--- src/rtl/ga_pkg.sv ---
// ga_pkg: shared constants and types for the Gate Array sync/interrupt stage.
package ga_pkg;

    // Interrupt line counter: wraps every 52 HSYNCs (300 Hz at 50 Hz frames).
    localparam logic [5:0] R52_WRAP        = 6'd52;
    // A VSYNC-driven counter reset only raises INT if the counter got this far.
    localparam logic [5:0] R52_IRQ_THRESH  = 6'd32;
    // Number of HSYNC falls after VSYNC rise before the counter is reset.
    localparam logic [1:0] VSYNC_IRQ_DELAY = 2'd2;

    // Monitor HSYNC window, in characters since CRTC HSYNC start.
    localparam logic [3:0] MON_HS_START    = 4'd2;
    localparam logic [3:0] MON_HS_END      = 4'd5;

    // Monitor VSYNC window, in lines since CRTC VSYNC start.
    localparam logic [4:0] MON_VS_START    = 5'd2;
    localparam logic [4:0] MON_VS_END      = 5'd5;

    // Length of the vertical blank, in lines.
    localparam logic [4:0] VBLANK_LINES    = 5'd26;

    typedef logic [1:0] ga_mode_t;

endpackage

--- src/rtl/ga_edge_det.sv ---
// ga_edge_det: registers one input every CLOCK and flags its rising and
// falling edges as single-CLOCK pulses (current vs. registered value).
module ga_edge_det (
    input  logic CLOCK,
    input  logic nRESET,
    input  logic D,
    output logic RISE,
    output logic FALL
);

    logic d_q;

    // Previous-cycle copy of the input; no CLKEN gating.
    always_ff @(posedge CLOCK) begin
        if (!nRESET) d_q <= 1'b0;
        else         d_q <= D;
    end

    assign RISE = D & ~d_q;
    assign FALL = ~D & d_q;

endmodule

--- src/rtl/ga_sync_irq.sv ---
// ga_sync_irq: Gate Array sync and interrupt stage behind the CRTC.
// Produces the 52-line Z80 interrupt, monitor HSYNC/VSYNC, the 26-line
// vertical blank and the HSYNC-latched screen mode.
// Optional: define GA_CSYNC_EN to build the registered composite sync;
// otherwise CSYNC is tied low.
module ga_sync_irq
    import ga_pkg::*;
(
    input  logic     CLOCK,
    input  logic     nRESET,
    input  logic     CLKEN,
    input  logic     HSYNC_IN,
    input  logic     VSYNC_IN,
    input  logic     IRQ_ACK,
    input  logic     R52_CLR,
    input  logic     MODE_WR,
    input  ga_mode_t MODE_DI,
    output logic     INT_N,
    output logic     MON_HSYNC,
    output logic     MON_VSYNC,
    output logic     VBLANK,
    output ga_mode_t MODE,
    output logic     CSYNC
);

    logic hs_rise, hs_fall, vs_rise;
    logic vs_fall_unused;  // VSYNC end carries no meaning for this stage

    ga_edge_det u_hs_edge (
        .CLOCK  (CLOCK),
        .nRESET (nRESET),
        .D      (HSYNC_IN),
        .RISE   (hs_rise),
        .FALL   (hs_fall)
    );

    ga_edge_det u_vs_edge (
        .CLOCK  (CLOCK),
        .nRESET (nRESET),
        .D      (VSYNC_IN),
        .RISE   (vs_rise),
        .FALL   (vs_fall_unused)
    );

    // ------------------------------------------------------------------
    // VSYNC delay: armed by vs_rise, counts HSYNC falls, fires on the 2nd.
    // ------------------------------------------------------------------
    logic       vs_armed;
    logic [1:0] vs_dly;
    logic       vs_irq_evt;

    // A vs_rise in the same cycle as an hs_fall re-arms and wins.
    assign vs_irq_evt = vs_armed && hs_fall && !vs_rise &&
                        (vs_dly == VSYNC_IRQ_DELAY - 2'd1);

    // Arm on VSYNC rise, count HSYNC falls, disarm once the reset fires.
    always_ff @(posedge CLOCK) begin
        if (!nRESET) begin
            vs_armed <= 1'b0;
            vs_dly   <= 2'd0;
        end else if (vs_rise) begin
            vs_armed <= 1'b1;
            vs_dly   <= 2'd0;
        end else if (vs_irq_evt) begin
            vs_armed <= 1'b0;
            vs_dly   <= 2'd0;
        end else if (vs_armed && hs_fall) begin
            vs_dly   <= vs_dly + 2'd1;
        end
    end

    // ------------------------------------------------------------------
    // Interrupt line counter and INT_N.
    // ------------------------------------------------------------------
    logic [5:0] r52, r52_n;
    logic       int_n_n;
    logic       int_req;

    // Prioritised counter update; a fresh request overrides an acknowledge.
    always_comb begin
        r52_n   = r52;
        int_n_n = INT_N;
        int_req = 1'b0;
        if (R52_CLR) begin
            r52_n   = '0;
            int_n_n = 1'b1;
        end else if (vs_irq_evt) begin
            r52_n = '0;
            if (r52 >= R52_IRQ_THRESH) begin
                int_n_n = 1'b0;
                int_req = 1'b1;
            end
        end else if (hs_fall) begin
            if (r52 == R52_WRAP - 6'd1) begin
                r52_n   = '0;
                int_n_n = 1'b0;
                int_req = 1'b1;
            end else begin
                r52_n = r52 + 6'd1;
            end
        end
        // Acknowledge pulls the counter back below 32 so the next
        // interrupt is never closer than 20 lines.
        if (IRQ_ACK && !int_req) begin
            int_n_n  = 1'b1;
            r52_n[5] = 1'b0;
        end
    end

    // Interrupt state register; ACK/CLR act regardless of CLKEN.
    always_ff @(posedge CLOCK) begin
        if (!nRESET) begin
            r52   <= '0;
            INT_N <= 1'b1;
        end else begin
            r52   <= r52_n;
            INT_N <= int_n_n;
        end
    end

    // ------------------------------------------------------------------
    // Monitor HSYNC: characters 2..5 of the CRTC HSYNC, truncated by its end.
    // ------------------------------------------------------------------
    logic [3:0] hcnt;

    // Character counter (saturating) and window decode from its current value.
    always_ff @(posedge CLOCK) begin
        if (!nRESET) begin
            hcnt      <= 4'd0;
            MON_HSYNC <= 1'b0;
        end else begin
            MON_HSYNC <= HSYNC_IN && (hcnt >= MON_HS_START) &&
                         (hcnt <= MON_HS_END);
            if (!HSYNC_IN)
                hcnt <= 4'd0;
            else if (CLKEN && (hcnt != 4'hF))
                hcnt <= hcnt + 4'd1;
        end
    end

    // ------------------------------------------------------------------
    // Vertical blank and monitor VSYNC, counted in HSYNC falls.
    // ------------------------------------------------------------------
    logic [4:0] vcnt, vcnt_n;
    logic       vblank_n;
    logic       mon_vs_n;

    // Line counter runs only inside the blank; vs_rise always restarts it.
    always_comb begin
        vcnt_n   = vcnt;
        vblank_n = VBLANK;
        if (vs_rise) begin
            vcnt_n   = 5'd0;
            vblank_n = 1'b1;
        end else if (VBLANK && hs_fall) begin
            vcnt_n = vcnt + 5'd1;
            if (vcnt_n == VBLANK_LINES)
                vblank_n = 1'b0;
        end
        mon_vs_n = vblank_n && (vcnt_n >= MON_VS_START) && (vcnt_n <= MON_VS_END);
    end

    // Vertical state register; MON_VSYNC stays aligned with VBLANK/vcnt.
    always_ff @(posedge CLOCK) begin
        if (!nRESET) begin
            vcnt      <= 5'd0;
            VBLANK    <= 1'b0;
            MON_VSYNC <= 1'b0;
        end else begin
            vcnt      <= vcnt_n;
            VBLANK    <= vblank_n;
            MON_VSYNC <= mon_vs_n;
        end
    end

    // ------------------------------------------------------------------
    // Screen mode: written any time, takes effect at the next HSYNC start.
    // ------------------------------------------------------------------
    ga_mode_t mode_pend;

    // Pending mode capture and HSYNC-start transfer (new write wins).
    always_ff @(posedge CLOCK) begin
        if (!nRESET) begin
            mode_pend <= '0;
            MODE      <= '0;
        end else begin
            if (MODE_WR)
                mode_pend <= MODE_DI;
            if (hs_rise)
                MODE <= MODE_WR ? MODE_DI : mode_pend;
        end
    end

    // ------------------------------------------------------------------
    // Composite sync.
    // ------------------------------------------------------------------
`ifdef GA_CSYNC_EN
    // XOR of the monitor syncs, one CLOCK behind them.
    always_ff @(posedge CLOCK) begin
        if (!nRESET) CSYNC <= 1'b0;
        else         CSYNC <= MON_HSYNC ^ MON_VSYNC;
    end
`else
    assign CSYNC = 1'b0;
`endif

endmodule
--- config.mk ---
export PLATFORM = sky130hd
export DESIGN_NAME = ga_sync_irq
export DESIGN_NICKNAME = d
export VERILOG_FILES = /design/src/rtl/ga_pkg.sv /design/src/rtl/ga_edge_det.sv /design/src/rtl/ga_sync_irq.sv
export SDC_FILE = /design/constraint.sdc
export NUM_CORES = 1
export LEC_CHECK = 0
export CAP_MARGIN = 25
export CORE_MARGIN = 3
export CORE_UTILIZATION = 45
export CTS_CLUSTER_SIZE = 20
export DETAILED_ROUTE_END_ITERATION = 10
export PLACE_DENSITY = 0.78
export SLEW_MARGIN = 15
export SYNTH_ARGS = -nofsm -noshare
export SYNTH_HDL_FRONTEND = slang
export SYNTH_HIERARCHICAL = 1
export SYNTH_SLANG_ARGS = --single-unit
--- constraint.sdc ---
create_clock -name CLOCK -period 1.89 [get_ports CLOCK]
set_clock_uncertainty 0.05 [all_clocks]
set_input_delay 0.378 -clock CLOCK [delete_from_list [all_inputs] [get_ports CLOCK]]
set_output_delay 0.378 -clock CLOCK [all_outputs]
set_load 0.02 [all_outputs]
# == Word level (Yosys, flattened, before mapping) ==
# Index checks and enable logic that the tools add are counted.
# op_classes
n_eq_ne,5
shifts,0
div_mod_pow,0
n_lt_le_gt_ge,5
n_mux,18
n_reduce_logical,21
add_sub_neg,4
bitwise,7
mul,0
# ops
op,count
1-bit 2-to-1 mux,14
1-bit logical AND,10
5-bit 2-to-1 mux,2
3-bit OR reduction,3
6-bit by 1-bit adder with 6-bit output (second input constant),1
6-bit == test (second input constant),1
6-bit greater-or-equal comparator (second input constant),1
6-bit 2-to-1 mux,1
2-bit nonzero test,3
5-bit by 1-bit adder with 5-bit output (second input constant),1
5-bit == test (second input constant),1
5-bit by 2-bit greater-or-equal comparator with 1-bit output (second input constant),1
5-bit by 3-bit <= comparator with 1-bit output (second input constant),1
4-bit by 1-bit adder with 4-bit output (second input constant),1
4-bit by 2-bit greater-or-equal comparator with 1-bit output (second input constant),1
4-bit by 3-bit <= comparator with 1-bit output (second input constant),1
4-bit inequality test (second input constant),1
1-bit NOT,4
4-bit OR reduction,1
1-bit AND,3
3-bit AND reduction,1
2-bit by 1-bit adder with 2-bit output (second input constant),1
2-bit by 1-bit == test with 1-bit output (second input constant),1
1-bit logical NOT,2
other kinds (3),3
# word_totals
output_inout_bits,7
latchBits,0
mem_bits_rw,0
register_bits,28
romBits,0
input_bits,10
mem_count,0

# == Depth between registers and ports, before layout ==
# Gate-level depths: netlist of the first run.
# depth
word_depth,10
ltp_mapped,6
ltp_nobuf,6

# == Hierarchy ==
# Netlist of the first run, hierarchy kept.
# modules_own_cells
mod,cells_each,area_each_um2,seq_area_each_um2,instances
ga_sync_irq,144,1298.7,520.5,1
ga_edge_det,4,38.8,20.0,2

# == Least setup slack after synthesis of the first run ==
# OpenSTA, ideal clock, no wires.
# synth_timing
path_kind,input to register
startpoint,input port HSYNC_IN
endpoint,register r52[5]
arrival_ns,1.554
setup_ns,0.079
setup_slack_ns,0.207
stages,6
path_cell_list,nor2b_1 > buf_6 > nand2_4 > or4_4 > a21o_1 > a211oi_2
# synth_via
elab_chain_len,10
word_cells_on_any_way,11
classes_between,mux: 3; bitwise: 2; reduce/logical: 6
# synth_lines
element,line,rtl
from (decl),ga_sync_irq.sv:12,"input logic HSYNC_IN,"
1-bit NOT *,ga_edge_det.sv:20,assign FALL = ~D & d_q;
1-bit AND *,ga_edge_det.sv:20,
1-bit logical AND (3 in series),ga_sync_irq.sv:53,assign vs_irq_evt = vs_armed && hs_fall && !vs_rise &&
1-bit 2-to-1 mux,ga_sync_irq.sv:87,end else if (vs_irq_evt) begin
1-bit 2-to-1 mux,ga_sync_irq.sv:84,if (R52_CLR) begin
1-bit logical NOT,ga_sync_irq.sv:104,if (IRQ_ACK && !int_req) begin
1-bit logical AND,ga_sync_irq.sv:104,
4-bit OR reduction (no line),-,
to (signal assigned),ga_sync_irq.sv:116,r52 <= r52_n;
to (decl),ga_sync_irq.sv:75,"logic [5:0] r52, r52_n;"
# Mark *: on every way between the ends. The rest lies on a longest branch, timed or not.
# A chain may end at the register's enable or synchronous reset.

# == Final worst setup path of the first run ==
# layout_timing
startpoint,register VBLANK
endpoint,output port VBLANK
# layout_lines
element,line,rtl
from (decl),ga_sync_irq.sv:21,"output logic VBLANK,"
from (signal assigned),ga_sync_irq.sv:171,VBLANK <= vblank_n;
# No word-level cell between the ends.

==> results of run 1 <==
==> where the power goes <==
part | switching [uW] | internal (uW)
logic | 53.9 | 60.1
clock network | 160 | 74.7
registers | 10.6 | 605
total | 224 | 740
==> path summary, 6_finish.rpt <==
path / start / to / slack [ns] / depth (start not counted)
min: MODE[0]$_SDFFE_PN0P_ / MODE[0]$_SDFFE_PN0P_ / 0.46 / 1
max reg2reg: r52[0]$_SDFFE_PP0P_ / r52[5]$_SDFFE_PP0P_ / 0.16 / 5
min reg2reg: MODE[0]$_SDFFE_PN0P_ / MODE[0]$_SDFFE_PN0P_ / 0.46 / 1
max: VBLANK$_SDFF_PN0_ / VBLANK / 0.12 / 1
==> final cells by class <==
| cell class | count | area [sq um] | area share |
|---|---|---|---|
| timing repair buffer | 27 | 240 | 0.147 |
| clock buffer | 3 | 22.5 | 0.0138 |
| multi-input combinational | 110 | 752 | 0.459 |
| inverter | 6 | 22.5 | 0.0138 |
| tap | 31 | 38.8 | 0.0237 |
| sequential | 28 | 561 | 0.343 |
==> per-stage QoR <==
step | TNS, ns | worst slack, ns | total power [uW] | util | area, sq um
6_report | 0 | 0.121 | 965 | 0.579 | 1640
2_1_floorplan | 0 | 0.207 | 686 | - | 1370
5_1_grt | 0 | 0.0409 | 1010 | 0.579 | 1640
4_1_cts | 0 | 0.0780 | 977 | 0.578 | 1630
3_3_place_gp | -1.12 | -0.210 | 736 | 0.570 | 1610
3_5_place_dp | -1.51 | -0.262 | 742 | 0.570 | 1610
==> registers in the layout, indices dropped and copies added, names as in the netlist, 2 cells and up <==
signal,cells
hcnt,4
r52,6
MODE,2
vcnt,5
vs_dly,2
mode_pend,2
==> layer usage <==
layer / GRT usage / up-vias / wire length, um
met5: 0 / - / 0
met4: 0.0341 / 0 / 18
met3: 0.0524 / 2 / 88
met2: 0.301 / 14 / 1370
met1: 0.175 / 518 / 1150
li1: - / 547 / -
==> layout by cell type (no fill, tap or decap), types with 2 or more instances in the layout <==
cell type,instances
a21o_1,2
a21oi_1,5
and2_1,2
and4b_1,2
buf_4,12
clkbuf_4,3
clkdlybuf4s50_1,15
dfxtp_1,28
ha_1,9
inv_1,6
mux2i_1,4
nand2_1,15
nand3_1,4
nand4_1,3
nor2_1,18
nor2b_1,6
nor3_1,4
o211a_1,2
xnor2_1,8
xor2_1,8
==> what timing repair did <==
action                                  4_1_cts  5_1_grt
resized for setup                             0        1
hold endpoints to repair                      0        0
setup buffers                                 0        0
endpoints found under the setup margin        0        1
==> metrics.md, run 1 <==
| Metric | Value |
|---|---|
| WL per Instance | 12.8 um |
| Area growth from synthesis to final layout | 19.5% |
| Iteration-0 DRC Markers | 65 |
| CTS tree | done |
| Final GP Congestion | 0.835 |
| Via count | 1081 |
| Ratio of cells with drive above 1 in the final layout | 0.115 |
| Clk buf depth | 2 |
| Maximum resistive drop on vdd | 0.446 mV |
| Placed cell count | 202 |
| Power per cell area | 589 nW/um^2 |
| P_leak | 0.000643 uW |
| Syn avg cell area | 9.07 sq um |
| Syn nets | 170 |
| Initial antenna violation count | 0 |
| Core area | 2830 sq um |
| Largest stage delay on the critical path | 0.62 ns |
| Worst Path Arrival | 1.34 ns |
| YS warnings | 6 |
| Period minus WS final | 1.77 ns |
| Starting Density | 0.484 |
| Slew Viols, Final | 0 |
| # DRC | 0 |
| First-pass GRT wire length | 4.54 mm |
| Die height | 61.2 um |
| Grt ovf | 0 |
| Hold Buf Count CTS | 0 |
| Hold slack | 0.456 ns |
| Final net count | 195 |
| Final Cycle Share | 0.936 |
| H-tree depth | 1 |
| Clock root buffer | clkbuf_4 |
| Pre-Repair DR Iteration Count | 4 |
| Critical path required time | 1.46 ns |
| Crit Path Class | flop to output port |
| Fin cells | 205 |
| Fillers | 244 |
| Row Count | 19 |
| Maxcap violations | 0 |
| Antenna Nets Post-Route | 0 |
| Gr usage total | 0.161 |
| Clk Latency, worst-skew pair | 0.32 ns |
| Mapped Cells | 151 |
| Worst Path Max Fanout | 4 |
| Critical Path, Cell by Cell | clkdlybuf4s50_1 |
| Clock Pin Slew Worst Setup and Hold Paths | 0.14 ns |
| Vias in the first global route | 1106 |
| Avg Vias per Cell | 5.27 |
| Clock net sink count | 28 |
| Critical-path top delay cell | clkdlybuf4s50_1 |
| Dpl hpwl | 2.05 mm |
| Buf+Inv Stages, Crit Path | 1 |
| Unrepaired setup endpoints after global routing | false |
| DRT Wirelength | 2.62 mm |
| IO buf count | 15 |
| Max Fclk | 565 MHz |
| Final hold vios | 0 |
| Chip width | 61.2 um |
| Worst path top cell family by delay | buffers and inverters |
| CP startpoint kind | flop |
| HP Class | flop to flop |
| Run status | finished clean |
| Die ar. | 3740 sq um |
| Mapped cell area | 1370 sq um |
| N_diodes | 0 |
| Crit. End Element | output port |
| Final Setup Violations | 0 |
| Largest net degree at the start of global routing | 15 |
| Num CTS Buffers | 3 |
| # IOs | 17 |
Power figures use the tool's default switching activity.
==> run 2: changes to the inputs <==
ABC_AREA = 0   (was not set)
DONT_BUFFER_PORTS = 1   (was not set)
PLACE_DENSITY = 0.71   (was 0.78)
==> run 2 against run 1 <==
  * Wire length fell by 8.0%
  * Total power is 4.1% lower
  * Highest routed layer unchanged
  * Worst setup slack better by 0.043 ns
  * Largest power group unchanged
  * First-iteration DRC count down 46%
  * Die area unchanged
  * Via count is 9.8% lower
  * Utilization down 8.0 points
==> metrics.md, run 2 (synthesis gave the netlist of run 1 again) <==
| Metric | Value |
|---|---|
| Run status | finished clean |
| Die height | 61.2 um (unchanged) |
| Buf+Inv Stages, Crit Path | 0 (-1) |
| Worst min-delay path startpoint | IRQ_ACK |
| Die ar. | 3740 sq um (unchanged) |
| # IOs | 17 (unchanged) |
| Sw power | 217 uW (-3.5%) |
| Maxcap violations | 0 (unchanged) |
| Num CTS Buffers | 3 (unchanged) |
| Unrepaired setup endpoints after global routing | false |
| Starting Density | 0.484 (unchanged) |
| First-pass GRT wire length | 4.21 mm (-7.3%) |
| Biggest regs | r52 (6), vcnt (5), hcnt (4) |
| Commonest cells after routing, fill and taps aside | 28 x dfxtp_1, 18 x nor2_1, 15 x nand2_1, 9 x ha_1 |
| Period minus WS final | 1.73 ns (-0.0425 ns) |
| Crit. End Element | flop |
| Clock root buffer | clkbuf_4 |
| IO buf count | 0 (-15) |
| Seq. cell area | 561 sq um (unchanged) |
| Vias in the first global route | 986 (-11%) |
| N_diodes | 0 (unchanged) |
| Chip width | 61.2 um (unchanged) |
| Clock net sink count | 28 (unchanged) |
| P_int | 708 uW (-4.3%) |
| Clock Pin Slew Worst Setup and Hold Paths | 0.14 ns (about the same) |
| Largest stage delay on the critical path | 0.51 ns (-0.11 ns) |
| Logic pwr share | 0.069 (-0.049) |
| Critical-path top delay cell | or4_4 |
| Fillers | 270 (+11%) |
| Power per cell area | 657 nW/um^2 (+11%) |
| Row Count | 19 (unchanged) |
| Dpl hpwl | 1.87 mm (-8.8%) |
| Most common cell after layout, fill and taps aside | dfxtp_1 |
| Avg Vias per Cell | 5.42 (+2.7%) |
| H-tree depth | 1 (unchanged) |
| Sequential share of power | 0.670 (+0.031) |
| Crit Path Class | flop to flop |
| DRT Wirelength | 2.41 mm (-8.0%) |
| HP Class | input port to flop |
| Grt ovf | 0 (unchanged) |
| Antenna Nets Post-Route | 0 (unchanged) |
| Worst Path Max Fanout | 4 (unchanged) |
| Core area | 2830 sq um (unchanged) |
| Final hold vios | 0 (unchanged) |
| Worst path top cell family by delay | simple AND/OR/NAND/NOR gates |
| WL per Instance | 13.4 um (+4.8%) |
| Resize count post-CTS | 0 (unchanged) |
| Final Cycle Share | 0.914 (-0.0225) |
| Largest Register | r52 |
| Gr usage total | 0.152 (-0.00858) |
| Switching Share | 0.234 (+0.00158) |
| Initial antenna violation count | 0 (unchanged) |
| CP startpoint kind | flop |
| Layout Cell Area excl Fill | 1410 sq um (-14%) |
| Critical path required time | 2.10 ns (+0.64 ns) |
| Area growth from synthesis to final layout | 2.83% |
| Largest net degree at the start of global routing | 15 (unchanged) |
| Final GP Congestion | 0.765 (-8.4%) |
| # DRC | 0 (unchanged) |
| Final Setup Violations | 0 (unchanged) |
| Maximum resistive drop on vdd | 0.428 mV (-4.0%) |
| Setup TNS | 0 ns (unchanged) |
| Via count | 975 (-9.8%) |
| Critical Path, Cell by Cell | ha_1, nand2_4, or4_4, a21o_1, a211oi_2 |
| Slew Viols, Final | 0 (unchanged) |
| Multi-input logic area | 749 sq um (-0.33%) |
| Final net count | 170 (-13%) |
| Reg2reg setup slack | 0.16 ns (about the same) |
| Worst Path Arrival | 1.94 ns (+0.60 ns) |
| Clk buf depth | 2 (unchanged) |
| Pre-Repair DR Iteration Count | 4 (unchanged) |
| Ratio of cells with drive above 1 in the final layout | 0.0604 (-0.0545) |
| Max Fclk | 579 MHz (+2.5%) |
| Area post-placement | 1390 sq um (-14%) |
| P_leak | 0.000537 uW (-17%) |
| Fin util | 0.498 (-0.0805) |
| Postcts setup bufs | 0 (unchanged) |
| Largest register FFs | 6 (unchanged) |
| Iteration-0 DRC Markers | 35 (-46%) |
| Clk Latency, worst-skew pair | 0.32 ns (about the same) |
| CTS tree | done |
| Clk pwr share | 0.261 (+0.018) |
| Worst setup path start | r52[0]$_SDFFE_PP0P_ |
| Reg2reg start | r52[0]$_SDFFE_PP0P_ |
| Hold Buf Count CTS | 0 (unchanged) |
## run 2: cell types whose count changed in the layout (fill, tap and decap cells not counted), sizes merged
cell / previous run / this run
buf: 12 / 2
clkdlybuf4s50: 15 / 0
## run 2: per-layer routing
layer  track usage  part of all wire  up-vias
li1              -                 -      497
met1         0.160              0.43      463
met2         0.287              0.52       13
met3        0.0461             0.043        2
met4        0.0464             0.011        0
met5             0                 0        -
## run 2: layout make-up
cell class / count / area share
Multi-Input combinational cell: 110 / 0.532
Sequential cell: 28 / 0.398
Tap cell: 31 / 0.0275
Clock buffer: 3 / 0.0160
Inverter: 6 / 0.0160
Timing Repair Buffer: 2 / 0.0107
## run 2: path summary, 6_finish.rpt
path | cells past startpoint | endpoint
setup / recovery | 5 | r52[5]$_SDFFE_PP0P_
hold / removal | 1 | r52[5]$_SDFFE_PP0P_
setup reg to reg | 5 | r52[5]$_SDFFE_PP0P_
hold reg to reg | 2 | vs_dly[1]$_SDFFE_PP0N_
## run 2: power by group through the flow
stage               sequential [uW]  combinational [uW]  clock (uW)
CTS                             620                64.7         256
global route                    622                72.7         282
global placement                632                62.0           0
detailed placement              633                64.3           0
finish                          620                64.0         241
floorplan                       633                52.5           0
## run 2: per-stage QoR
stage	setup WS, ns	power, uW	hold slack, ns	std cells
final	0.163	925	0.0664	180
after detailed placement	0.153	697	0.422	177
after global placement	0.195	694	0.418	177
after floorplan	0.207	686	0.407	151
after CTS	0.152	940	0.0563	180
after global routing	0.00228	977	0.0456	180
## run 2: worst register-to-register path, delay by kind of cell (launching register included)
kind	cells	cell delay, ns
flip-flops	1	0.42
adder cells (fa/ha/maj)	1	0.24
AO/OA/AOI/OAI	2	0.39
AND/OR/NAND/NOR	2	0.58
==> run 3: changes to the inputs <==
ABC_CLOCK_PERIOD_IN_PS = 1890   (was not set)
CORE_UTILIZATION = 55   (was 45)
PLACE_DENSITY = 0.81   (was 0.71)
==> run 3 against run 2 <==
  * Utilization is 12 points higher
  * Register-to-register slack about the same
  * Fmax decreased by 0.20%
  * Sequential share of layout area decreased by 0.52 points
  * Count of clock-buffer cells in the layout did not move
  * Via count unchanged
  * Sequential power is essentially flat
  * Worst setup slack got worse by 0.0035 ns
  * Die area shrank 16%
  * Largest power group unchanged
  * Critical path depth rose by 1
  * Cell count down 1.7%
  * Total power rose by 15%
  * Critical path type unchanged
==> metrics.md, run 3 (synthesis gave the netlist of run 1 again) <==
| Metric | Value |
|---|---|
| Hold Buf Count CTS | 0 (unchanged) |
| IO buf count | 0 (unchanged) |
| Via count | 975 (unchanged) |
| Postcts setup bufs | 0 (unchanged) |
| First-pass GRT wire length | 3.86 mm (-8.2%) |
| Final GP Congestion | 0.750 (-2.1%) |
| H-tree depth | 1 (unchanged) |
| Num CTS Buffers | 3 (unchanged) |
| Dpl hpwl | 1.72 mm (-7.8%) |
| Resize count post-CTS | 0 (unchanged) |
| Period minus WS final | 1.73 ns (+0.00354 ns) |
| Commonest cells after routing, fill and taps aside | 28 x dfxtp_1, 18 x nor2_1, 15 x nand2_1, 9 x ha_1 |
| Power per cell area | 743 nW/um^2 (+13%) |
| Fin cells | 177 (-1.7%) |
| Vias in the first global route | 925 (-6.2%) |
| Slew Viols, Final | 0 (unchanged) |
| Worst setup path start | u_hs_edge/d_q$_SDFF_PN0_ |
| Clock Pin Slew Worst Setup and Hold Paths | 0.15 ns (about the same) |
| Final hold vios | 0 (unchanged) |
| Chip width | 55.9 um (-8.6%) |
| Pre-CTS setup slack | 0.143 ns (-0.0103 ns) |
| Crit Path Class | flop to flop |
| Antenna Nets Post-Route | 0 (unchanged) |
| Row Count | 17 (-2) |
| Hold Path Depth | 1 (unchanged) |
| Core area | 2300 sq um (-19%) |
| Critical path required time | 2.09 ns (about the same) |
| Pre-Repair DR Iteration Count | 4 (unchanged) |
| Run status | finished clean |
| Die height | 55.9 um (-8.6%) |
| Reg2reg setup slack | 0.16 ns (about the same) |
| Grt ovf | 0 (unchanged) |
| Ratio of cells with drive above 1 in the final layout | 0.0604 (unchanged) |
| CTS tree | done |
| P_leak | 0.000546 uW (+1.7%) |
| Reg2reg start | u_hs_edge/d_q$_SDFF_PN0_ |
| Biggest regs | r52 (6), vcnt (5), hcnt (4) |
| WL per Instance | 12.6 um (-5.9%) |
| Setup TNS | 0 ns (unchanged) |
| Fin worst setup slack | 0.160 ns (-0.00354 ns) |
| Worst r2r path cells | 6 (+1) |
| Gr usage total | 0.153 (+0.00123) |
| Avg Vias per Cell | 5.51 (+1.7%) |
| Die ar. | 3130 sq um (-16%) |
| Reg2reg end | r52[5]$_SDFFE_PP0P_ |
| # DRC | 0 (unchanged) |
| Largest register FFs | 6 (unchanged) |
| CP startpoint kind | flop |
| # IOs | 17 (unchanged) |
| Maxcap violations | 0 (unchanged) |
| Final Cycle Share | 0.916 (+0.00187) |
| Worst Path Arrival | 1.93 ns (about the same) |
| Seq. cell area | 561 sq um (unchanged) |
| Clk buf depth | 2 (unchanged) |
| Total power | 1060 uW (+15%) |
| N_diodes | 0 (unchanged) |
| Final net count | 169 (-0.59%) |
| HP Class | input port to flop |
| Final Setup Violations | 0 (unchanged) |
| Worst min-delay path startpoint | IRQ_ACK |
| Multi-input logic area | 749 sq um (unchanged) |
| Largest Register | r52 |
| Maximum resistive drop on vdd | 0.529 mV (+24%) |
| Clk Latency, worst-skew pair | 0.32 ns (about the same) |
| DRT Wirelength | 2.23 mm (-7.5%) |
| Fillers | 202 (-25%) |
| Largest net degree at the start of global routing | 17 (+2) |
| Worst Hold Path EP | r52[5]$_SDFFE_PP0P_ |
| Initial antenna violation count | 0 (unchanged) |
| Placed cell count | 173 (-2.3%) |
| Clock net sink count | 28 (unchanged) |
| Area growth from synthesis to final layout | 4.20% |
| Most common cell after layout, fill and taps aside | dfxtp_1 |
| Starting Density | 0.596 (+0.112) |
| Unrepaired setup endpoints after global routing | false |
| Iteration-0 DRC Markers | 30 (-14%) |
| Fin util | 0.621 (+0.123) |
| Clock root buffer | clkbuf_4 |
| Crit. End Element | flop |
| Worst Path Max Fanout | 11 (+7) |
| Max Fclk | 578 MHz (-0.20%) |
[run 3: cell types whose count changed in the layout (fill, tap and decap cells not counted), sizes merged]
cell and delta:
buf -1, bufinv +1
[run 3: cell type report]
cell class,count,share of cell area
multi-input combinational,110,0.525
clock inverter,1,0.0210
inverter,6,0.0158
tap,28,0.0245
timing repair buffer,1,0.00526
sequential,28,0.393
clock buffer,3,0.0158
[run 3: metrics by stage]
step | hold WS, ns | cell area, sq um
after floorplan | 0.407 | 1370
after global placement | 0.417 | 1380
after detailed placement | 0.420 | 1380
after CTS | 0.0663 | 1430
after global routing | 0.0559 | 1430
final | 0.0774 | 1430
[run 3: how the worst max path moves through the flow]
stage                                to  slack [ns]  cells after the start
finish              r52[5]$_SDFFE_PP0P_        0.16                      6
global route        r52[5]$_SDFFE_PP0P_        0.04                      6
CTS                 r52[5]$_SDFFE_PP0P_        0.14                      6
detailed placement  r52[5]$_SDFFE_PP0P_        0.14                      6
global placement    r52[5]$_SDFFE_PP0P_        0.18                      6
floorplan           r52[5]$_SDFFE_PP0P_        0.21                      6
[run 3: power by group]
part / total [uW] / internal [uW] / leakage (uW) / switching [uW]
combinational: 56.3 / 25.6 / 0.000290 / 30.7
sequential: 623 / 606 / 0.000228 / 17.9
clock: 381 / 214 / 0.0000279 / 167
total: 1060 / 846 / 0.000546 / 215
[run 3: routing by layer]
| layer | track usage | share of wire | vias to the layer above | wire [um] |
|---|---|---|---|---|
| met5 | 0 | 0 | - | 0 |
| met4 | 0.0610 | 0.019 | 0 | 42 |
| met3 | 0.0348 | 0.039 | 4 | 87 |
| met2 | 0.280 | 0.48 | 14 | 1080 |
| met1 | 0.170 | 0.46 | 460 | 1030 |
| li1 | - | - | 497 | - |
[run 3: critical path: stages (launching register included)]
cell      delay, ns
dfxtp_1        0.36
nor2b_1        0.13
buf_4          0.20
nand2_4        0.06
or4_4          0.49
a21o_1         0.18
a211oi_2       0.20
